===== config.mk =====
export PLATFORM = sky130hd
export DESIGN_NAME = ctl_reg_loader
export DESIGN_NICKNAME = d
export VERILOG_FILES = /design/src/rtl/ctl_reg_loader.sv
export SDC_FILE = /design/constraint.sdc
export NUM_CORES = 1
export LEC_CHECK = 0
export CELL_PAD_IN_SITES_DETAIL_PLACEMENT = 1
export CELL_PAD_IN_SITES_GLOBAL_PLACEMENT = 2
export CORE_MARGIN = 3
export CORE_UTILIZATION = 29
export DETAILED_ROUTE_END_ITERATION = 7
export PLACE_DENSITY = 0.92
export SLEW_MARGIN = 0
export SYNTH_ARGS = -nofsm -noshare
export SYNTH_HDL_FRONTEND = slang
export SYNTH_SLANG_ARGS = --single-unit

===== constraint.sdc =====
create_clock -name clk -period 2.1 [get_ports clk]
set_input_delay 0.315 -clock clk [delete_from_list [all_inputs] [get_ports clk]]
set_output_delay 0.315 -clock clk [all_outputs]
set_load 0.01 [all_outputs]

===== src/rtl/ctl_reg_loader.sv =====
// ctl_reg_loader: polls the controller BRAM flag word and streams requested register groups downstream.
// Define CTL_REG_LOADER_DEBUG_EN to also service the DEBUG_SET group (0xF0-0xF7) and drive dbg_update.
module ctl_reg_loader #(
    parameter int          READ_LATENCY  = 2,
    parameter logic [15:0] VERSION_MAJOR = 16'h00A2,
    parameter logic [15:0] VERSION_MINOR = 16'h0000
) (
    input  logic        clk,
    input  logic        rst_n,
    output logic [7:0]  bram_addr,
    output logic        bram_we,
    output logic [15:0] bram_din,
    input  logic [15:0] bram_dout,
    input  logic [15:0] fpga_state,
    output logic [15:0] ctl_flag,
    output logic        cfg_valid,
    output logic [7:0]  cfg_addr,
    output logic [15:0] cfg_data,
    output logic        mod_update,
    output logic        stm_update,
    output logic        silencer_update,
    output logic        dbg_update
);

    // state      | meaning
    // INIT_MAJ   | write VERSION_MAJOR to 0x02
    // INIT_MIN   | write VERSION_MINOR to 0x03
    // POLL       | issue read of flag word 0x00
    // POLL_WAIT  | wait READ_LATENCY cycles for flag data
    // DECIDE     | latch flag, pick highest-priority group
    // LOAD       | issue one ascending read per cycle
    // DRAIN      | collect the trailing READ_LATENCY words
    // CLEAR      | write flag back with serviced bit zeroed, pulse update
    // STATE_WR   | write fpga_state to 0x01
    typedef enum logic [3:0] {
        S_INIT_MAJ, S_INIT_MIN, S_POLL, S_POLL_WAIT, S_DECIDE,
        S_LOAD, S_DRAIN, S_CLEAR, S_STATE_WR
    } state_t;

    localparam logic [4:0] RL_M1 = 5'(READ_LATENCY - 1);

    state_t      state_q, state_d;
    logic [4:0]  cnt_q, cnt_d;
    logic [7:0]  ld_addr_q, ld_addr_d;
    logic [3:0]  grp_q, grp_d;
    logic [15:0] clr_mask;

    logic [7:0]  addr_d;
    logic        we_d;
    logic [15:0] din_d;
    logic [15:0] flag_d;
    logic        ld_rd_d, ld_rd_q;
    logic [2:0]  upd_d, upd_q;

    logic [READ_LATENCY-1:0] pipe_vld;
    logic [7:0]              pipe_addr [READ_LATENCY];

    // grp one-hot: [0] MOD, [1] STM, [2] SILENCER, [3] DEBUG (flag bit 4)
    assign clr_mask = {11'b0, grp_q[3], 1'b0, grp_q[2:0]};

    always_comb begin
        state_d   = state_q;
        cnt_d     = cnt_q;
        ld_addr_d = ld_addr_q;
        grp_d     = grp_q;
        flag_d    = ctl_flag;
        addr_d    = 8'h00;
        we_d      = 1'b0;
        din_d     = 16'h0000;
        ld_rd_d   = 1'b0;
        upd_d     = 3'b000;
        case (state_q)
            S_INIT_MAJ: begin
                addr_d  = 8'h02;
                we_d    = 1'b1;
                din_d   = VERSION_MAJOR;
                state_d = S_INIT_MIN;
            end
            S_INIT_MIN: begin
                addr_d  = 8'h03;
                we_d    = 1'b1;
                din_d   = VERSION_MINOR;
                state_d = S_POLL;
            end
            S_POLL: begin
                addr_d  = 8'h00;
                cnt_d   = RL_M1;
                state_d = S_POLL_WAIT;
            end
            S_POLL_WAIT: begin
                if (cnt_q == 5'd0) state_d = S_DECIDE;
                else               cnt_d   = cnt_q - 5'd1;
            end
            S_DECIDE: begin
                flag_d  = bram_dout;
                state_d = S_LOAD;
                if (bram_dout[0]) begin
                    grp_d = 4'b0001; ld_addr_d = 8'h20; cnt_d = 5'd12;
                end else if (bram_dout[1]) begin
                    grp_d = 4'b0010; ld_addr_d = 8'h50; cnt_d = 5'd19;
                end else if (bram_dout[2]) begin
                    grp_d = 4'b0100; ld_addr_d = 8'h40; cnt_d = 5'd4;
`ifdef CTL_REG_LOADER_DEBUG_EN
                end else if (bram_dout[4]) begin
                    grp_d = 4'b1000; ld_addr_d = 8'hF0; cnt_d = 5'd7;
`endif
                end else begin
                    grp_d   = 4'b0000;
                    state_d = S_STATE_WR;
                end
            end
            S_LOAD: begin
                addr_d    = ld_addr_q;
                ld_rd_d   = 1'b1;
                ld_addr_d = ld_addr_q + 8'd1;
                if (cnt_q == 5'd0) begin
                    cnt_d   = RL_M1;
                    state_d = S_DRAIN;
                end else begin
                    cnt_d = cnt_q - 5'd1;
                end
            end
            S_DRAIN: begin
                if (cnt_q == 5'd0) state_d = S_CLEAR;
                else               cnt_d   = cnt_q - 5'd1;
            end
            S_CLEAR: begin
                addr_d  = 8'h00;
                we_d    = 1'b1;
                din_d   = ctl_flag & ~clr_mask;
                upd_d   = grp_q[2:0];
                state_d = S_STATE_WR;
            end
            S_STATE_WR: begin
                addr_d  = 8'h01;
                we_d    = 1'b1;
                din_d   = fpga_state;
                state_d = S_POLL;
            end
            default: state_d = S_INIT_MAJ;
        endcase
    end

    // All BRAM-side outputs are registered so every output is 0 while in reset.
    always_ff @(posedge clk or negedge rst_n) begin
        if (!rst_n) begin
            state_q   <= S_INIT_MAJ;
            cnt_q     <= 5'd0;
            ld_addr_q <= 8'h00;
            grp_q     <= 4'b0000;
            bram_addr <= 8'h00;
            bram_we   <= 1'b0;
            bram_din  <= 16'h0000;
            ctl_flag  <= 16'h0000;
            ld_rd_q   <= 1'b0;
            upd_q     <= 3'b000;
        end else begin
            state_q   <= state_d;
            cnt_q     <= cnt_d;
            ld_addr_q <= ld_addr_d;
            grp_q     <= grp_d;
            bram_addr <= addr_d;
            bram_we   <= we_d;
            bram_din  <= din_d;
            ctl_flag  <= flag_d;
            ld_rd_q   <= ld_rd_d;
            upd_q     <= upd_d;
        end
    end

    // Stage 0 follows the presented address; the last stage lines up with its bram_dout.
    always_ff @(posedge clk or negedge rst_n) begin
        if (!rst_n) begin
            for (int i = 0; i < READ_LATENCY; i++) begin
                pipe_vld[i]  <= 1'b0;
                pipe_addr[i] <= 8'h00;
            end
        end else begin
            pipe_vld[0]  <= ld_rd_q;
            pipe_addr[0] <= bram_addr;
            for (int i = 1; i < READ_LATENCY; i++) begin
                pipe_vld[i]  <= pipe_vld[i-1];
                pipe_addr[i] <= pipe_addr[i-1];
            end
        end
    end

    assign cfg_valid       = pipe_vld[READ_LATENCY-1];
    assign cfg_addr        = cfg_valid ? pipe_addr[READ_LATENCY-1] : 8'h00;
    assign cfg_data        = cfg_valid ? bram_dout : 16'h0000;
    assign mod_update      = upd_q[0];
    assign stm_update      = upd_q[1];
    assign silencer_update = upd_q[2];

`ifdef CTL_REG_LOADER_DEBUG_EN
    logic dbg_q;
    always_ff @(posedge clk or negedge rst_n) begin
        if (!rst_n) dbg_q <= 1'b0;
        else        dbg_q <= (state_q == S_CLEAR) && grp_q[3];
    end
    assign dbg_update = dbg_q;
`else
    assign dbg_update = 1'b0;
`endif

endmodule


==> key figures, run 1 <==
Layout
  • Reg area: approximately 0.0021 mm²
  • Antenna cells: 0
  • Post-route cell area: 0.00510 mm²
  • Nets: 480
  • Layout area overhead: 47.4%
  • Area of the multi-input gates: about 0.0013 mm²
  • Share of cells above drive strength 1: a little under an eighth
  • # fillers: around 1,300

Power
  • Sw power: ~0.0022 W
  • P_int: 0.00423 W
  • LEAKAGE: approximately 2.3 nW
  • Pwr Density: roughly 1300 mW/mm²
  • Gate power share: between 30% and 40%
  • VDD IR max: ~440 µV
  • Sw Ratio: between 30% and 40%
  • Clock power share: between 20% and 30%
  • Sequential Power Share: between 30 and 40%

Floorplanning
  • Die X: 115 µm
  • Starting density of the core: 29.9%
  • I/O Pins: about 100
  • Die height: approximately 120 µm
  • Die area: ~0.013 mm²
  • Core area: 0.0116 mm²
  • Rows: 39

STA
  • Final Cycle Share: 96.4%
  • Post-Route Setup TNS: 0 ns
  • Endpoints failing hold: 0
  • Slew @ Worst Pin: about 0.65 ns
  • Clock Skew: between 0.006 and 0.007 ns
  • Setup violations, final: 0
  • Max-Slew Margin vs Limit: 56.3%
  • Fmax: approximately 0.49 GHz
  • Max Slew Vio Count: 0
  • Fin crit period: roughly 2.0 ns
  • Setup ws final: approximately 0.076 ns
  • Hold WS: approximately 0.0011 ns

Clocking
  • CTS buffer count: 9
  • Clock Path Buffers: 2
  • CTS tree: yes
  • CTS HTree Levels: 3
  • Clk root buf: clkbuf_16
  • Clk sink count: a little over 80
  • Hold bufs inserted after CTS: 0
  • Worst skew pair latency: approximately 0.34 ns
  • Clock transition at path regs: around 0.06 ns

Routing
  • Detailed-route via count: slightly below 3,000
  • Drt pass-1 iters: 4
  • Drt total wl: 10,600 µm
  • Initial drt markers: between 150 and 200
  • Routed wire per std cell: roughly 18 µm
  • Antenna Nets Post-Route: 0
  • DRC: 0
  • Via/cell ratio: ~5

Global route
  • Initial antenna violation count: 0
  • Total GRT Usage: between 10% and 20%
  • Largest net degree at the start of global routing: 52
  • Grt ovf: 0
  • Vias in the first global route: ~3,200
  • First-pass GRT wire length: roughly 17,000 µm

Synthesis
  • Synth Area in Compound Gates: 13.2%
  • Synthesized area: between 0.003 and 0.004 mm²
  • Yosys warnings: 0
  • Post-Synth Simple-Gate Area: about 21%
  • Top cell type's share of synthesized area: about 59%
  • Dominant synthesized flop cell: dfrtp_1
  • Synth unique cells: 53
  • Post-synthesis adder-cell area fraction: 0.723%
  • Synth Area in XOR/XNOR: about 1.3%
  • Synth area leader: dfrtp_1
  • Sequential share of the synthesized area: roughly three fifths
  • Avg Synthesized Cell Area: about 11 µm²
  • Multiplexer area fraction after synthesis: less than 1%
  • Largest cells by area after synthesis: dfrtp_1 59%, nand2_1 6.9%, and2_1 6.0%
  • Post-synthesis cell count: approximately 330
  • Combinational family with the most area after synthesis: simple AND/OR/NAND/NOR gates
  • Post-Syn Nets: approximately 370
  • Synth async-reset ratio: 100%
  • #FFs+latches synth: 82
  • Post-synth EDFFs: 0

Worst setup path
  • Worst-path cell with the longest stage delay: clkdlybuf4s50_1
  • CP Cell Sequence: buf_6 > and2_1 > clkdlybuf4s50_1
  • Startpoint type of the worst setup path: flop
  • Required @ worst endpoint: approximately 1.8 ns
  • CP peak stage delay: approximately 0.53 ns
  • Crit. End Element: output pin
  • Arrival time worst endpoint: about 1.7 ns
  • Crit Path Class: reg2out
  • CP max FO: 19

Placement
  • Pre-CTS worst setup slack: -0.000833 ns
  • HPWL Detailed: ~7600 µm
  • Placed cell area: 0.00475 mm²
  • Final Wtd Congestion: ~0.85
  • I/O Buffers: around 100

Status
  • Status: completed

Worst hold path
  • Hold Crit Class: in2async

Job
  • Max_cap viols: 0
[state kept, by name, summed over array words and instances, names as in the netlist]
register,flops
bram_addr,8
bram_din,16
bram_we,1
cnt_q,5
ctl_flag,16
grp_q,2
ld_addr_q,8
ld_rd_q,1
pipe_addr,16
pipe_vld,2
state_q,4
upd_q,3
[cell families after synthesis]
family                     Yosys count
buffers and inverters               35
muxes                                1
xor gates and xnor gates             5
adders and majority gates            2
DFF                                 82
and+or+nand+nor                    140
AOI/OAI and AO/OA                   63
other                                1
[critical path, delay by kind of cell (launching register included)]
family / cells / cell delay, ns
buf+inv: 2 / 0.74
flops: 1 / 0.47
simple gates: 1 / 0.15
[cell usage after synthesis, drive strengths merged, types with 4 or more instances]
| cell | number |
|---|---|
| nand2 | 64 |
| nor4 | 4 |
| nor3 | 6 |
| buf | 16 |
| nor2 | 14 |
| inv | 13 |
| o21ai | 10 |
| clkbuf | 5 |
| a22o | 11 |
| dfrtp | 82 |
| a21oi | 12 |
| nand3 | 6 |
| and2 | 33 |
| xnor2 | 5 |
[power by group through the flow]
stage / clock [W] / sequential, W / combinational (W)
finish: 0.00170 / 0.00242 / 0.00228
global route: 0.00181 / 0.00247 / 0.00250
CTS: 0.00175 / 0.00242 / 0.00224
detailed placement: 0 / 0.00243 / 0.00222
global placement: 0 / 0.00238 / 0.00213
floorplan: 0 / 0.00239 / 0.00109
[per-stage QoR]
| step | std cells | power (W) | utilization [%] |
|---|---|---|---|
| floorplan | 329 | 0.00349 | - |
| global placement | 576 | 0.00451 | 41.1 |
| detailed placement | 576 | 0.00464 | 41.1 |
| CTS | 592 | 0.00641 | 43.9 |
| global route | 592 | 0.00679 | 44.1 |
| finish | 592 | 0.00640 | 44.1 |
[area by class of cell]
type | count | area share, %
Clock buffer | 10 | 4.68
Clock inverter | 6 | 1.74
Inverter | 14 | 1.03
Multi-Input combinational cell | 212 | 25.1
Sequential cell | 82 | 40.2
Tap cell | 143 | 3.51
Timing Repair Buffer | 125 | 23.7
[layout by cell type (no fill, tap or decap), types with 9 or more instances in the layout]
cell / n
a21oi_1: 12
a22o_1: 11
and2_1: 33
buf_4: 22
clkbuf_16: 9
clkdlybuf4s50_1: 101
dfrtp_1: 82
inv_1: 13
nand2_1: 64
nor2_1: 14
[worst paths after layout]
kind,startpoint,endpoint,slack [ns],cells after the start
min in group clk,pipe_addr[13],pipe_addr[5],0.34,0
worst min-delay path,rst_n,pipe_addr[0],0.001,1
worst max-delay path,pipe_vld[1],cfg_data[7],0.08,3
max in group asynchronous,rst_n,bram_addr[7],1.42,2
worst max register to register,cnt_q[0],cnt_q[0],0.10,6
worst min register to register,pipe_addr[13],pipe_addr[5],0.34,0
[layer usage]
metal	GRT usage [%]	wire [µm]	up-vias
met2	28.9	5680	72
met5	0	0	-
met1	19.1	4240	1487
li1	-	-	1351
met3	3.95	481	15
met4	5.95	202	0
[timing repair]
| action | 4_1_cts | 5_1_grt |
|---|---|---|
| buffers inserted | 0 | 0 |
| gates resized for setup | 0 | 4 |
| setup endpoints to repair | 0 | 21 |
Power figures use the tool's default switching activity.
==> run 2: changes to the inputs <==
Settings changed: CELL_PAD_IN_SITES_DETAIL_PLACEMENT 1 to unset, CELL_PAD_IN_SITES_GLOBAL_PLACEMENT 2 to unset, CORE_UTILIZATION 29 to 45, CTS_BUF_LIST set to sky130_fd_sc_hd__clkbuf_8, PLACE_DENSITY 0.92 to 0.89.
==> key figures, run 2 (same netlist as run 1, synthesis figures left out) <==
Status
  • Status: completed

Routing
  • Detailed-route via count: roughly 2,900
  • Via/cell ratio: between 5 and 6
  • Routed wire per std cell: approximately 16 µm
  • Drt pass-1 iters: 4
  • DRC: 0
  • Initial drt markers: between 150 and 200
  • Antenna Nets Post-Route: 0
  • Drt total wl: ~8800 µm

Global route
  • Total GRT Usage: 20.6%
  • Initial antenna violation count: 0
  • Vias in the first global route: about 2,900
  • GR Util met2: 35.1%
  • Largest net degree at the start of global routing: 48
  • Grt ovf: 0
  • GR met3 Demand/Resource: under 10%
  • Met1 Use GR: 25.1%
  • GR peak layer: met2
  • First-pass GRT wire length: about 14,000 µm

Clocking
  • Worst skew pair latency: between 0.3 and 0.4 ns
  • Clk sink count: just over 80
  • CTS tree: yes
  • Post-CTS Setup Inserts: 0
  • CTS buffer count: 9
  • CTS HTree Levels: 3
  • Clock transition at path regs: 0.08 ns
  • Clk root buf: clkbuf_8
  • Clock Path Buffers: 2

Power
  • Pwr Density: 1150 mW/mm²
  • LEAKAGE: roughly 2.2 nW
  • VDD IR max: around 420 µV

Worst setup path
  • CP Cell Sequence: clkdlybuf4s50_1 > and2_1 > clkdlybuf4s50_1
  • Startpoint type of the worst setup path: primary input
  • Cell repeated most along the worst path: clkdlybuf4s50_1
  • CP max FO: 7
  • Crit. End Element: output pin
  • Buf+Inv Stages, Crit Path: 2
  • Arrival time worst endpoint: 1.68 ns
  • Worst-path cell with the longest stage delay: clkdlybuf4s50_1
  • CP peak stage delay: 0.64 ns
  • Crit Path Class: in2out
  • Required @ worst endpoint: ~1.8 ns
  • Crit path max-delay family: buffers and inverters

Placement
  • Final Wtd Congestion: about 0.89
  • Pre-CTS worst setup slack: approximately 0.015 ns
  • I/O Buffers: about 100
  • Placed cell area: around 0.0047 mm²
  • HPWL Detailed: approximately 6300 µm

Floorplanning
  • Die X: 93.7 µm
  • Die area: just under 0.009 mm²
  • I/O Pins: around 100
  • Starting density of the core: 47.0%
  • Die height: approximately 94 µm
  • Rows: 31
  • Core area: around 0.0074 mm²

STA
  • Max Slew Vio Count: 0
  • Slew @ Worst Pin: 0.600 ns
  • Post-Route Setup TNS: 0 ns
  • Max-Slew Margin vs Limit: around three fifths
  • RSZ-0062 raised after global routing: no
  • Final Cycle Share: a little over nine tenths
  • Setup violations, final: 0
  • Fin crit period: approximately 2.0 ns
  • Clock Skew: 0.00375 ns
  • Fmax: about 0.5 GHz
  • Setup ws final: about 0.11 ns
  • Endpoints failing hold: 0

Layout
  • Antenna cells: 0
  • Nets: between 400 and 500
  • Post-route cell area: 0.00487 mm²
  • Leading cell types in the layout, fill and taps excluded: 101 x clkdlybuf4s50_1, 82 x dfrtp_1, 64 x nand2_1, 33 x and2_1, 17 x buf_4
  • Share of cells above drive strength 1: under 10%
  • Area of the multi-input gates: about 0.0013 mm²
  • Reg area: approximately 0.0021 mm²
  • Layout area overhead: 40.8%
  • Top flop regs: bram_din x16, ctl_flag x16, pipe_addr x16
  • Commonest non-fill, non-tap cell in the layout: clkdlybuf4s50_1
  • # fillers: between 500 and 600

Worst hold path
  • Hold Crit Class: reg2reg

Job
  • Max_cap viols: 0
## run 2: changes by cell type in the layout (fill, tap and decap cells not counted), moves of 2 or more
cell       before  now
clkinv_4        0    3
clkbuf_16       9    0
buf_4          22   17
bufinv_16       2    0
clkbuf_8        1   11
## run 2: final timing paths
path                       cells past startpoint           end     startpoint  slack [ns]
max                                            3   cfg_data[1]   bram_dout[1]        0.11
min                                            0  pipe_addr[7]  pipe_addr[15]        0.35
max reg2reg                                    6      cnt_q[0]       cnt_q[0]        0.12
min reg2reg                                    0  pipe_addr[7]  pipe_addr[15]        0.35
max in group asynchronous                      3      cnt_q[2]          rst_n        0.98
min in group asynchronous                      2   pipe_vld[0]          rst_n        0.51
## run 2: metal layers
| layer | share of wire, % | vias to the layer above |
|---|---|---|
| met5 | 0 | - |
| met4 | 3.5 | 0 |
| met3 | 5.1 | 33 |
| met2 | 51 | 105 |
| met1 | 40 | 1409 |
| li1 | - | 1343 |
## run 2: final cells by class
type                            instances  area share, %
Clock buffer                           11           3.11
Clock inverter                          5          0.796
Inverter                               14           1.08
Multi-Input combinational cell        212           26.1
Sequential cell                        82           42.1
Tap cell                               99           2.54
Timing Repair Buffer                  121           24.2
## run 2: worst register-to-register path, cell delays in order (launching register included)
cell and delay [ns]:
dfrtp_1 0.42, inv_1 0.07, ha_1 0.23, or4b_4 0.53
a211oi_2 0.30, a2111oi_2 0.11, o22a_1 0.22
## run 2: what timing repair did
action / CTS / global route
setup endpoints to repair: 0 / 22
gates resized for setup: 0 / 2
hold buffers: 1 / 0
endpoints found under the hold margin: 46 / 0
## run 2: through the flow
step	utilization (%)	hold WS, ns	power [W]	cells
global placement	63.2	0.332	0.00440	527
global route	66.1	0.361	0.00594	544
finish	66.1	0.351	0.00558	544
CTS	65.9	0.352	0.00558	544
detailed placement	63.2	0.335	0.00452	527
floorplan	-	0.0194	0.00349	329
## run 2: report_power, final
part / internal (W) / leakage [nW] / switching [W]
Combinational: 0.00110 / 1.05 / 0.00104
Sequential: 0.00201 / 1.08 / 0.000376
Clock: 0.000498 / 0.0955 / 0.000557
Total: 0.00361 / 2.23 / 0.00197
